## src/rtl/dma_write_burst.sv

```systemverilog
// AXI4 write-DMA master: chops a byte-length transfer into INCR bursts that
// never cross a 4 KB page, streams data straight through, and tracks B responses.
module dma_write_burst #(
   parameter int C_M_AXI_ID_WIDTH   = 1,
   parameter int C_M_AXI_ADDR_WIDTH = 32,
   parameter int C_M_AXI_DATA_WIDTH = 32,
   parameter int MAX_BURST_LEN      = 16,
   parameter int MAX_OUTSTANDING    = 4
) (
   input  logic                            ACLK,
   input  logic                            ARESETN,
   input  logic                            i_start,
   input  logic [31:0]                     i_base_addr,
   input  logic [31:0]                     i_byte_len,
   output logic                            o_busy,
   output logic                            o_done,
   output logic                            o_error,
   input  logic [C_M_AXI_DATA_WIDTH-1:0]   i_data,
   input  logic                            i_valid,
   output logic                            o_ready,
   output logic [C_M_AXI_ID_WIDTH-1:0]     M_AXI_AWID,
   output logic [C_M_AXI_ADDR_WIDTH-1:0]   M_AXI_AWADDR,
   output logic [7:0]                      M_AXI_AWLEN,
   output logic [2:0]                      M_AXI_AWSIZE,
   output logic [1:0]                      M_AXI_AWBURST,
   output logic                            M_AXI_AWLOCK,
   output logic [3:0]                      M_AXI_AWCACHE,
   output logic [2:0]                      M_AXI_AWPROT,
   output logic [3:0]                      M_AXI_AWQOS,
   output logic                            M_AXI_AWVALID,
   input  logic                            M_AXI_AWREADY,
   output logic [C_M_AXI_DATA_WIDTH-1:0]   M_AXI_WDATA,
   output logic [C_M_AXI_DATA_WIDTH/8-1:0] M_AXI_WSTRB,
   output logic                            M_AXI_WLAST,
   output logic                            M_AXI_WVALID,
   input  logic                            M_AXI_WREADY,
   input  logic [C_M_AXI_ID_WIDTH-1:0]     M_AXI_BID,
   input  logic [1:0]                      M_AXI_BRESP,
   input  logic                            M_AXI_BVALID,
   output logic                            M_AXI_BREADY
);

   localparam int BYTES = C_M_AXI_DATA_WIDTH / 8;
   localparam int LOG_B = $clog2(BYTES);

   typedef enum logic [2:0] {S_IDLE, S_AW, S_W, S_WAIT_B, S_DONE} state_t;

   state_t                          state, state_nxt;
   logic [C_M_AXI_ADDR_WIDTH-1:0]   addr;
   logic [31:0]                     rem_beats, cur_len, beat_cnt, burst_beats, page_beats, beats_total;
   logic [BYTES-1:0]                last_strb, strb_mask;
   logic [LOG_B-1:0]                rem_bytes;
   logic [32:0]                     len_round;
   logic [12:0]                     page_room;
   logic [3:0]                      outstanding, out_nxt;
   logic                            err;
   logic                            start_ok, misaligned, len_zero;
   logic                            aw_hs, w_beat, w_last_beat, burst_end, b_hs, final_burst;
   logic                            unused_ok;

   assign unused_ok   = ^{M_AXI_BID, M_AXI_BRESP[0]};

   assign start_ok    = (state == S_IDLE) && i_start;
   assign misaligned  = |i_base_addr[LOG_B-1:0];
   assign len_zero    = (i_byte_len == 32'd0);
   assign len_round   = {1'b0, i_byte_len} + 33'(BYTES - 1);
   assign beats_total = 32'(len_round >> LOG_B);
   assign rem_bytes   = i_byte_len[LOG_B-1:0];

   always_comb begin
      strb_mask = '0;
      for (int i = 0; i < BYTES; i++)
         strb_mask[i] = (rem_bytes == '0) || (LOG_B'(i) < rem_bytes);
   end

   // Beats left before the next 4 KB page; address is always beat-aligned here.
   assign page_room  = 13'h1000 - {1'b0, addr[11:0]};
   assign page_beats = 32'(page_room >> LOG_B);

   always_comb begin
      burst_beats = rem_beats;
      if (burst_beats > 32'(MAX_BURST_LEN)) burst_beats = 32'(MAX_BURST_LEN);
      if (burst_beats > page_beats)         burst_beats = page_beats;
   end

   assign aw_hs       = M_AXI_AWVALID & M_AXI_AWREADY;
   assign w_beat      = (state == S_W) & i_valid & M_AXI_WREADY;
   assign w_last_beat = (beat_cnt == cur_len - 32'd1);
   assign burst_end   = w_beat & w_last_beat;
   assign final_burst = (rem_beats == cur_len);
   assign b_hs        = M_AXI_BVALID & M_AXI_BREADY;

   always_comb begin
      out_nxt = outstanding;
      if (aw_hs && !b_hs)
         out_nxt = outstanding + 4'd1;
      else if (!aw_hs && b_hs && outstanding != 4'd0)
         out_nxt = outstanding - 4'd1;
   end

   always_ff @(posedge ACLK or negedge ARESETN) begin
      if (!ARESETN) state <= S_IDLE;
      else          state <= state_nxt;
   end

   always_comb begin
      state_nxt = state;
      case (state)
         S_IDLE:   if (i_start) state_nxt = (len_zero || misaligned) ? S_DONE : S_AW;
         S_AW:     if (aw_hs) state_nxt = S_W;
         S_W:      if (burst_end) state_nxt = final_burst ? S_WAIT_B : S_AW;
         S_WAIT_B: if (out_nxt == 4'd0) state_nxt = S_DONE;
         S_DONE:   state_nxt = S_IDLE;
         default:  state_nxt = S_IDLE;
      endcase
   end

   // Everything data-dependent is gated by state so reset clears it at once.
   always_comb begin
      M_AXI_AWID    = '0;
      M_AXI_AWSIZE  = 3'(LOG_B);
      M_AXI_AWBURST = 2'b01;
      M_AXI_AWLOCK  = 1'b0;
      M_AXI_AWCACHE = 4'b0010;
      M_AXI_AWPROT  = 3'b000;
      M_AXI_AWQOS   = 4'b0000;
      M_AXI_AWVALID = (state == S_AW) && (outstanding < 4'(MAX_OUTSTANDING));
      M_AXI_AWADDR  = (state == S_AW) ? addr : '0;
      M_AXI_AWLEN   = (state == S_AW) ? 8'(burst_beats - 32'd1) : 8'd0;
      M_AXI_WVALID  = (state == S_W) && i_valid;
      M_AXI_WDATA   = (state == S_W) ? i_data : '0;
      M_AXI_WLAST   = (state == S_W) && w_last_beat;
      M_AXI_WSTRB   = '0;
      if (state == S_W)
         M_AXI_WSTRB = (final_burst && w_last_beat) ? last_strb : '1;
      o_ready       = (state == S_W) && M_AXI_WREADY;
      M_AXI_BREADY  = (state != S_IDLE);
      o_busy        = (state == S_AW) || (state == S_W) || (state == S_WAIT_B);
      o_done        = (state == S_DONE);
      o_error       = err;
   end

   always_ff @(posedge ACLK or negedge ARESETN) begin
      if (!ARESETN) begin
         addr        <= '0;
         rem_beats   <= '0;
         cur_len     <= '0;
         beat_cnt    <= '0;
         last_strb   <= '0;
         outstanding <= '0;
         err         <= 1'b0;
      end else begin
         outstanding <= out_nxt;
         if (start_ok) begin
            addr      <= C_M_AXI_ADDR_WIDTH'(i_base_addr);
            rem_beats <= beats_total;
            last_strb <= strb_mask;
            err       <= misaligned;
         end
         if (aw_hs) begin
            cur_len  <= burst_beats;
            beat_cnt <= '0;
         end else if (w_beat) begin
            beat_cnt <= beat_cnt + 32'd1;
         end
         if (burst_end) begin
            addr      <= addr + C_M_AXI_ADDR_WIDTH'(cur_len << LOG_B);
            rem_beats <= rem_beats - cur_len;
         end
         if (b_hs && M_AXI_BRESP[1]) err <= 1'b1;
      end
   end

endmodule

```

## config.mk

```make
export PLATFORM = sky130hd
export DESIGN_NAME = dma_write_burst
export DESIGN_NICKNAME = d
export VERILOG_FILES = /design/src/rtl/dma_write_burst.sv
export SDC_FILE = /design/constraint.sdc
export NUM_CORES = 1
export LEC_CHECK = 0
export CAP_MARGIN = 25
export CORE_MARGIN = 3
export CORE_UTILIZATION = 59
export DETAILED_ROUTE_END_ITERATION = 16
export GPL_TIMING_DRIVEN = 1
export PLACE_DENSITY = 0.88
export SLEW_MARGIN = 40
export SYNTH_ARGS = -nofsm -noshare
export SYNTH_HDL_FRONTEND = slang
export SYNTH_SLANG_ARGS = --single-unit
```

## constraint.sdc

```tcl
create_clock -name ACLK -period 14.9 [get_ports ACLK]
set_input_delay 2.98 -clock ACLK [delete_from_list [all_inputs] [get_ports ACLK]]
set_output_delay 2.98 -clock ACLK [all_outputs]
set_load 0.01 [all_outputs]
```

==> impl_metrics.csv, run 1 <==
group,metric,value,unit
power,switching_power,0.00148,W
setup_path,r2r_slack,9.76,ns
power,ir_drop,101,uV
yosys,ys.flop_type,"dfrtp_1",
global_route,grt_pass1_wl,57200,microns
setup_path,r2r-start,"cur_len[1]$_DFFE_PN0P_",
clock_tree,root_buffer,"clkbuf_16",
routing,drt-initial-drc-count,1164,
yosys,async_flop_share,1.00,
finish,regArea,3500,sq um
yosys,synthCells,1453,
routing,vias,11828,
yosys,synth-seq-cells,140,
power,power.density,215,nW/um^2
setup_path,cp_top_family,"simple AND/OR/NAND/NOR gates",
setup_path,worst-r2r-cell-count,13,
power,power_frac_seq,0.229,
finish,post_route_cells_drive_above_1_share,0.0454,
hold_path,hold_path.startpoint,"last_strb[0]$_DFFE_PN0P_",
global_route,met2_usage,0.547,
global_route,grt.busiest_layer,"met2",
routing,antenna_left,0,
power,pwr-share-clk,0.146,
yosys,netlist_area,12000,sq um
routing,vias_per_cell,6.24,
routing,drt_wl_total,35600,microns
placement,dpl.hpwl,26300,microns
global_route,grt_antenna_before_repair,0,
clock_tree,clockBufferDepth,2,
timing,whs,0.481,ns
timing,period_minus_slack,8.37,ns
clock_tree,cts_setup_buffers,0,
global_route,grt.overflow.total,0,
floorplanning,rows,51,
setup_path,cp_data_required_time,11.92,ns
timing,setup_viol,0,
run,drv_cap,0,
timing,totalNegativeSetupSlack,0,ns
placement,portBuffers,187,
floorplanning,core-area,19700,sq um
setup_path,criticalPathCategory,"flip-flop to output port",
finish,multi_input_area,7950,sq um
power,p_int,0.00166,W
yosys,synth_mux_area_frac,0.00858,
floorplanning,initial_core_util,0.608,
global_route,grt_max_degree,74,
clock_tree,cts_tree,"yes",
setup_path,cpPeakStageDelay,0.61,ns
global_route,grt_use_met3,0.0524,
global_route,grt_pass1_vias,11488,
floorplanning,die_h,148,microns
timing,rsz0062_at_grt,"false",
finish,insertedDiodeCount,0,
timing,skew,0.0122,ns
power,p_comb_frac,0.625,
floorplanning,pin_count,208,
yosys,synth_area_per_cell,8.23,sq um
floorplanning,fp.dieW,148,microns
setup_path,startpoint_type,"flip-flop",
yosys,synth_edf_count,0,
setup_path,crit_chain,"or3_1 > nor4_1 > nor2b_1 > nand2b_1 > nor3_1 > nand2b_1 > ha_1 > and4_1 > nand3_1 > o311ai_2 > nor2_1 > a31oi_1 > ha_1 > nand2_1 > o31ai_1 > clkdlybuf4s50_1",
routing,wire_per_inst,18.8,microns
timing,max_freq,119,MHz
yosys,synth_warnings,0,
yosys,ys_types,78,
yosys,yosys.area_share.simple,0.256,
yosys,synth_compound_area_frac,0.192,
global_route,grt_use_total,0.319,
clock_tree,cts_buffers,17,
finish,synthToLayoutAreaGrowth,22.2,%
finish,final_common_cell,"clkdlybuf4s50_1",
power,leakagePower,6.29,nW
yosys,ys_seq_area_frac,0.293,
routing,drc,0,
setup_path,crit_path_max_fanout,6,
timing,worst_slew_pin_slew,0.877,ns
finish,mostFrequentLayoutCells,"clkdlybuf4s50_1, nor2_1, dfrtp_1",
status,run_status,"finished clean",
clock_tree,cts_resized,0,
timing,final_hold_viol_count,0,
timing,period_share,0.562,
yosys,synth_top_family_by_area,"simple AND/OR/NAND/NOR gates",
yosys,synth_fa_ha_area_frac,0.0839,
clock_tree,clock-sinks,140,
routing,dr.pass1.iters,5,
clock_tree,htree_levels,4,
finish,fillerInstances,1471,
setup_path,cp.buffers_inverters,1,
global_route,use_met1,0.412,
clock_tree,clk_latency,0.44,ns
power,netSwitchingFraction,0.472,
hold_path,min_to,"last_strb[0]$_DFFE_PN0P_",
floorplanning,die-area,22000,sq um
placement,gp_congestion,1.00,
clock_tree,ctsHoldBuffers,0,
hold_path,hold_path.class,"flip-flop to flip-flop",
clock_tree,clk_pin_slew_worst_paths,0.06,ns
setup_path,slowest_stage,"clkdlybuf4s50_1",
finish,final_core_util,0.743,
setup_path,crit_path_end_kind,"output port",
timing,slew_viol_final,0,
setup_path,cp.arrival,5.39,ns
finish,fin_nets,1803,
setup_path,worst_r2r_endpoint,"rem_beats[24]$_DFFE_PN0P_",
yosys,synth-xor-area-share,0.114,
hold_path,min_path_cells,1,
timing,relSlewSlack,0.414,
worst reg2reg max path, stage by stage (launching register included):
cell	delay (ns)
dfrtp_1	0.49
inv_1	0.22
ha_1	0.30
nor4b_2	0.50
and2_0	0.36
nand3_1	0.16
xnor2_1	0.18
nand3_1	0.09
a2111oi_0	0.76
nand4_2	0.39
nor2_4	0.78
nor2_2	0.04
buf_4	0.32
a221o_1	0.43
state kept, by name (all words and copies together), names as in the netlist:
name / flops
outstanding: 4
beat_cnt: 32
last_strb: 4
rem_beats: 32
state: 3
cur_len: 32
o_error: 1
addr: 32
kinds of logic after synthesis:
logic type,after synthesis
simple gates,596
compound gates,328
xor+xnor,156
buf+inv,142
flops,140
fa+ha+maj,79
mux,10
other cells,2
power by group through the flow:
| stage | Combinational (W) | Clock [W] | Sequential [W] |
|---|---|---|---|
| after global placement | 0.00183 | 0 | 0.000705 |
| final | 0.00196 | 0.000459 | 0.000717 |
| after CTS | 0.00193 | 0.000458 | 0.000708 |
| after global routing | 0.00215 | 0.000474 | 0.000735 |
| after detailed placement | 0.00189 | 0 | 0.000711 |
| after floorplan | 0.00145 | 0 | 0.000644 |
stage by stage:
stage | area (sq um) | worst slack (ns) | total power (W) | instances
after CTS | 14600 | 6.62 | 0.00309 | 1896
after global routing | 14600 | 6.27 | 0.00336 | 1896
final | 14600 | 6.53 | 0.00314 | 1896
after global placement | 14000 | 7.21 | 0.00253 | 1864
after detailed placement | 14000 | 7.13 | 0.00260 | 1864
after floorplan | 12000 | 7.79 | 0.00209 | 1475
cells in the mapped netlist (9+ instances only):
master / instances / area, sq um
clkbuf_1: 46 / 173
o21ai_0: 64 / 320
dfrtp_1: 140 / 3500
ha_1: 77 / 963
o21bai_1: 9 / 67.6
nand2_1: 130 / 488
and3_1: 26 / 163
a31oi_1: 10 / 62.6
o31ai_1: 11 / 82.6
and2_1: 69 / 432
nand4_1: 32 / 200
nor2_1: 153 / 574
nand2b_1: 19 / 119
nor4_1: 25 / 156
inv_1: 70 / 263
a21o_1: 30 / 225
or3_1: 17 / 106
o21a_1: 17 / 128
xor2_1: 78 / 683
a221o_1: 42 / 420
a21oi_1: 66 / 330
a211oi_1: 10 / 75.1
nor3_1: 31 / 155
xnor2_1: 78 / 683
buf_4: 18 / 135
nor2b_1: 13 / 81.3
and4_1: 9 / 78.8
o211ai_1: 15 / 113
nand3_1: 38 / 190
worst max path at each step:
stage	start	endpoint	slack [ns]	cells after the start
after floorplan	addr[0]$_DFFE_PN0P_	M_AXI_AWLEN[6]	7.79	17
after global placement	addr[1]$_DFFE_PN0P_	M_AXI_AWLEN[4]	7.21	15
after detailed placement	addr[0]$_DFFE_PN0P_	M_AXI_AWLEN[4]	7.13	15
after CTS	addr[0]$_DFFE_PN0P_	M_AXI_AWLEN[6]	6.62	16
after global routing	addr[0]$_DFFE_PN0P_	M_AXI_AWLEN[4]	6.27	15
final	addr[0]$_DFFE_PN0P_	M_AXI_AWLEN[6]	6.53	16
per-layer routing:
metal  wire length (microns)  up-vias
met3                    2930       86
met5                       0        -
li1                        -     5509
met1                   14500     5619
met2                   17100      614
met4                    1050        0
area by class of cell:
| type | instances | area share |
|---|---|---|
| Inverter | 72 | 0.0185 |
| Clock inverter | 10 | 0.00933 |
| Multi-Input combinational cell | 1193 | 0.544 |
| Timing Repair Buffer | 194 | 0.132 |
| Sequential cell | 140 | 0.240 |
| Clock buffer | 22 | 0.0338 |
| Tap cell | 265 | 0.0227 |
Note: power is estimated with default switching activity, not from simulation.
==> run 2, diff against run 1 <==
--- a/config.mk
+++ b/config.mk
@@ -7,10 +7,10 @@
 export LEC_CHECK = 0
 export CAP_MARGIN = 25
 export CORE_MARGIN = 3
-export CORE_UTILIZATION = 59
+export CORE_UTILIZATION = 49
 export DETAILED_ROUTE_END_ITERATION = 16
 export GPL_TIMING_DRIVEN = 1
-export PLACE_DENSITY = 0.88
+export PLACE_DENSITY = 0.78
 export SLEW_MARGIN = 40
 export SYNTH_ARGS = -nofsm -noshare
 export SYNTH_HDL_FRONTEND = slang
==> constraint.sdc (replaced) <==
create_clock -name ACLK -period 7.5 [get_ports ACLK]
set_input_delay 1.5 -clock ACLK [delete_from_list [all_inputs] [get_ports ACLK]]
set_output_delay 1.5 -clock ACLK [all_outputs]
set_load 0.01 [all_outputs]
==> run 2 against run 1 <==
- register-to-register slack got worse by 7.0 ns
- critical path type unchanged
- first-iteration DRC count fell by 30%
- largest power group unchanged
- sequential power rose by 98%
- clock-buffer cell count fell by 3
- clock power rose by 95%
==> impl_metrics.csv, run 2 (synthesized netlist as in run 1, its figures left out) <==
group,metric,value,unit
setup_path,criticalPathCategory,"flip-flop to output port",
global_route,grt_use_total,0.272,
power,power.density,423,nW/um^2
routing,dr.pass1.iters,5,
timing,relSlewSlack,0.497,
finish,post_route_cells_drive_above_1_share,0.0460,
global_route,grt_antenna_before_repair,0,
finish,insertedDiodeCount,0,
clock_tree,clk_pin_slew_worst_paths,0.07,ns
clock_tree,root_buffer,"clkbuf_16",
setup_path,crit_chain,"or3_1 > nor4_1 > nor2b_1 > nand2b_1 > nor3_1 > nand2b_1 > ha_1 > and4_1 > nand3_1 > o311ai_4 > nor2_1 > a31oi_1 > ha_1 > nand2_1 > o31ai_1 > clkdlybuf4s50_1",
placement,placed_cells,1919,
finish,fin_nets,1804,
setup_path,cp.buffers_inverters,1,
clock_tree,clock-sinks,140,
finish,mostFrequentLayoutCells,"clkdlybuf4s50_1, nor2_1, dfrtp_1",
setup_path,crit_path_max_fanout,11,
clock_tree,cts_tree,"yes",
timing,max_freq,148,MHz
global_route,grt_max_degree,87,
clock_tree,cts_setup_buffers,0,
finish,fin_cells,1951,
routing,wire_per_inst,18.7,microns
floorplanning,pin_count,208,
finish,final_common_cell,"clkdlybuf4s50_1",
routing,drt-initial-drc-count,820,
clock_tree,cts_buffers,17,
setup_path,cp.arrival,5.26,ns
setup_path,crit_path_end_kind,"output port",
hold_path,hold_path.class,"flip-flop to flip-flop",
clock_tree,clockBufferDepth,2,
routing,drc,0,
routing,vias,11488,
floorplanning,initial_core_util,0.503,
global_route,grt_pass1_wl,57300,microns
routing,vias_per_cell,5.89,
timing,period_share,0.901,
timing,worst_slew_pin_slew,0.755,ns
timing,setup_viol,0,
routing,drt_wl_total,36400,microns
floorplanning,die-area,26300,sq um
timing,period_minus_slack,6.76,ns
timing,skew,0.00879,ns
power,p_int,0.00326,W
clock_tree,htree_levels,4,
setup_path,cpPeakStageDelay,0.59,ns
placement,gp_congestion,0.916,
floorplanning,die_h,162,microns
global_route,grt.overflow.total,0,
clock_tree,clk_latency,0.43,ns
power,netSwitchingFraction,0.474,
routing,antenna_left,0,
setup_path,startpoint_type,"flip-flop",
power,leakagePower,6.29,nW
floorplanning,fp.dieW,162,microns
placement,dpl.hpwl,27300,microns
power,p_comb_frac,0.627,
global_route,grt_pass1_vias,11164,
power,power_frac_seq,0.229,
run,drv_cap,0,
clock_tree,ctsHoldBuffers,0,
timing,slew_viol_final,0,
timing,rsz0062_at_grt,"false",
power,ir_drop,242,uV
floorplanning,rows,56,
finish,fillerInstances,2045,
status,run_status,"finished clean",
clock_tree,cts_resized,0,
timing,final_hold_viol_count,0,
setup_path,cp_data_required_time,6.00,ns
power,pwr-share-clk,0.144,
finish,synthToLayoutAreaGrowth,22.8,%
setup_path,cp_top_family,"simple AND/OR/NAND/NOR gates",
timing,totalNegativeSetupSlack,0,ns
placement,portBuffers,187,
floorplanning,core-area,23800,sq um
power,switching_power,0.00294,W
setup_path,slowest_stage,"clkdlybuf4s50_1",
run 2: metrics by stage:
stage          area [sq um]  power [W]   util  setup slack (ns)  hold slack [ns]
2_1_floorplan         12000    0.00416      -              1.87            0.435
3_3_place_gp          14000    0.00511  0.591              1.16            0.459
3_5_place_dp          14100    0.00520  0.592              1.07            0.453
4_1_cts               14700    0.00614  0.617             0.599            0.474
5_1_grt               14700    0.00668  0.618             0.304            0.493
6_report              14700    0.00621  0.618             0.741            0.470
run 2: area by class of cell:
| class | instances | area, sq um | area share |
|---|---|---|---|
| timing repair buffer | 195 | 1940 | 0.132 |
| multi-input combinational | 1193 | 7960 | 0.542 |
| tap | 319 | 399 | 0.0272 |
| sequential | 140 | 3500 | 0.239 |
| inverter | 72 | 270 | 0.0184 |
| clock buffer | 19 | 443 | 0.0302 |
| clock inverter | 13 | 165 | 0.0113 |
run 2: worst reg2reg max path, delay by kind of cell (launching register included):
kind | cells | cell delay (ns)
AO/OA/AOI/OAI | 2 | 0.89
AND/OR/NAND/NOR | 7 | 2.19
buffers and inverters | 2 | 0.54
adder cells (fa/ha/maj) | 1 | 0.30
flip-flops | 1 | 0.49
XOR/XNOR | 1 | 0.23
run 2: metal layers:
layer,global-route usage,vias up,wire [microns]
met5,0,-,0
met4,0.0640,0,678
met3,0.0479,43,2360
met2,0.464,444,17400
met1,0.360,5492,16000
li1,-,5509,-
run 2: path summary, 6_finish.rpt:
kind,startpoint,endpoint,slack (ns),depth (start not counted)
setup / recovery,addr[0]$_DFFE_PN0P_,M_AXI_AWLEN[6],0.74,16
hold / removal,last_strb[0]$_DFFE_PN0P_,last_strb[0]$_DFFE_PN0P_,0.47,1
setup reg to reg,cur_len[1]$_DFFE_PN0P_,addr[6]$_DFFE_PN0P_,2.73,13
hold reg to reg,last_strb[0]$_DFFE_PN0P_,last_strb[0]$_DFFE_PN0P_,0.47,1
max in group asynchronous,ARESETN,cur_len[19]$_DFFE_PN0P_,5.10,2
min in group asynchronous,ARESETN,beat_cnt[28]$_DFFE_PN0P_,1.12,1
run 2: power groups by stage:
stage	Clock (W)	Sequential (W)	Combinational (W)
floorplan	0	0.00128	0.00288
global placement	0	0.00140	0.00370
detailed placement	0	0.00142	0.00378
CTS	0.000898	0.00141	0.00383
global route	0.000934	0.00145	0.00429
finish	0.000895	0.00142	0.00389
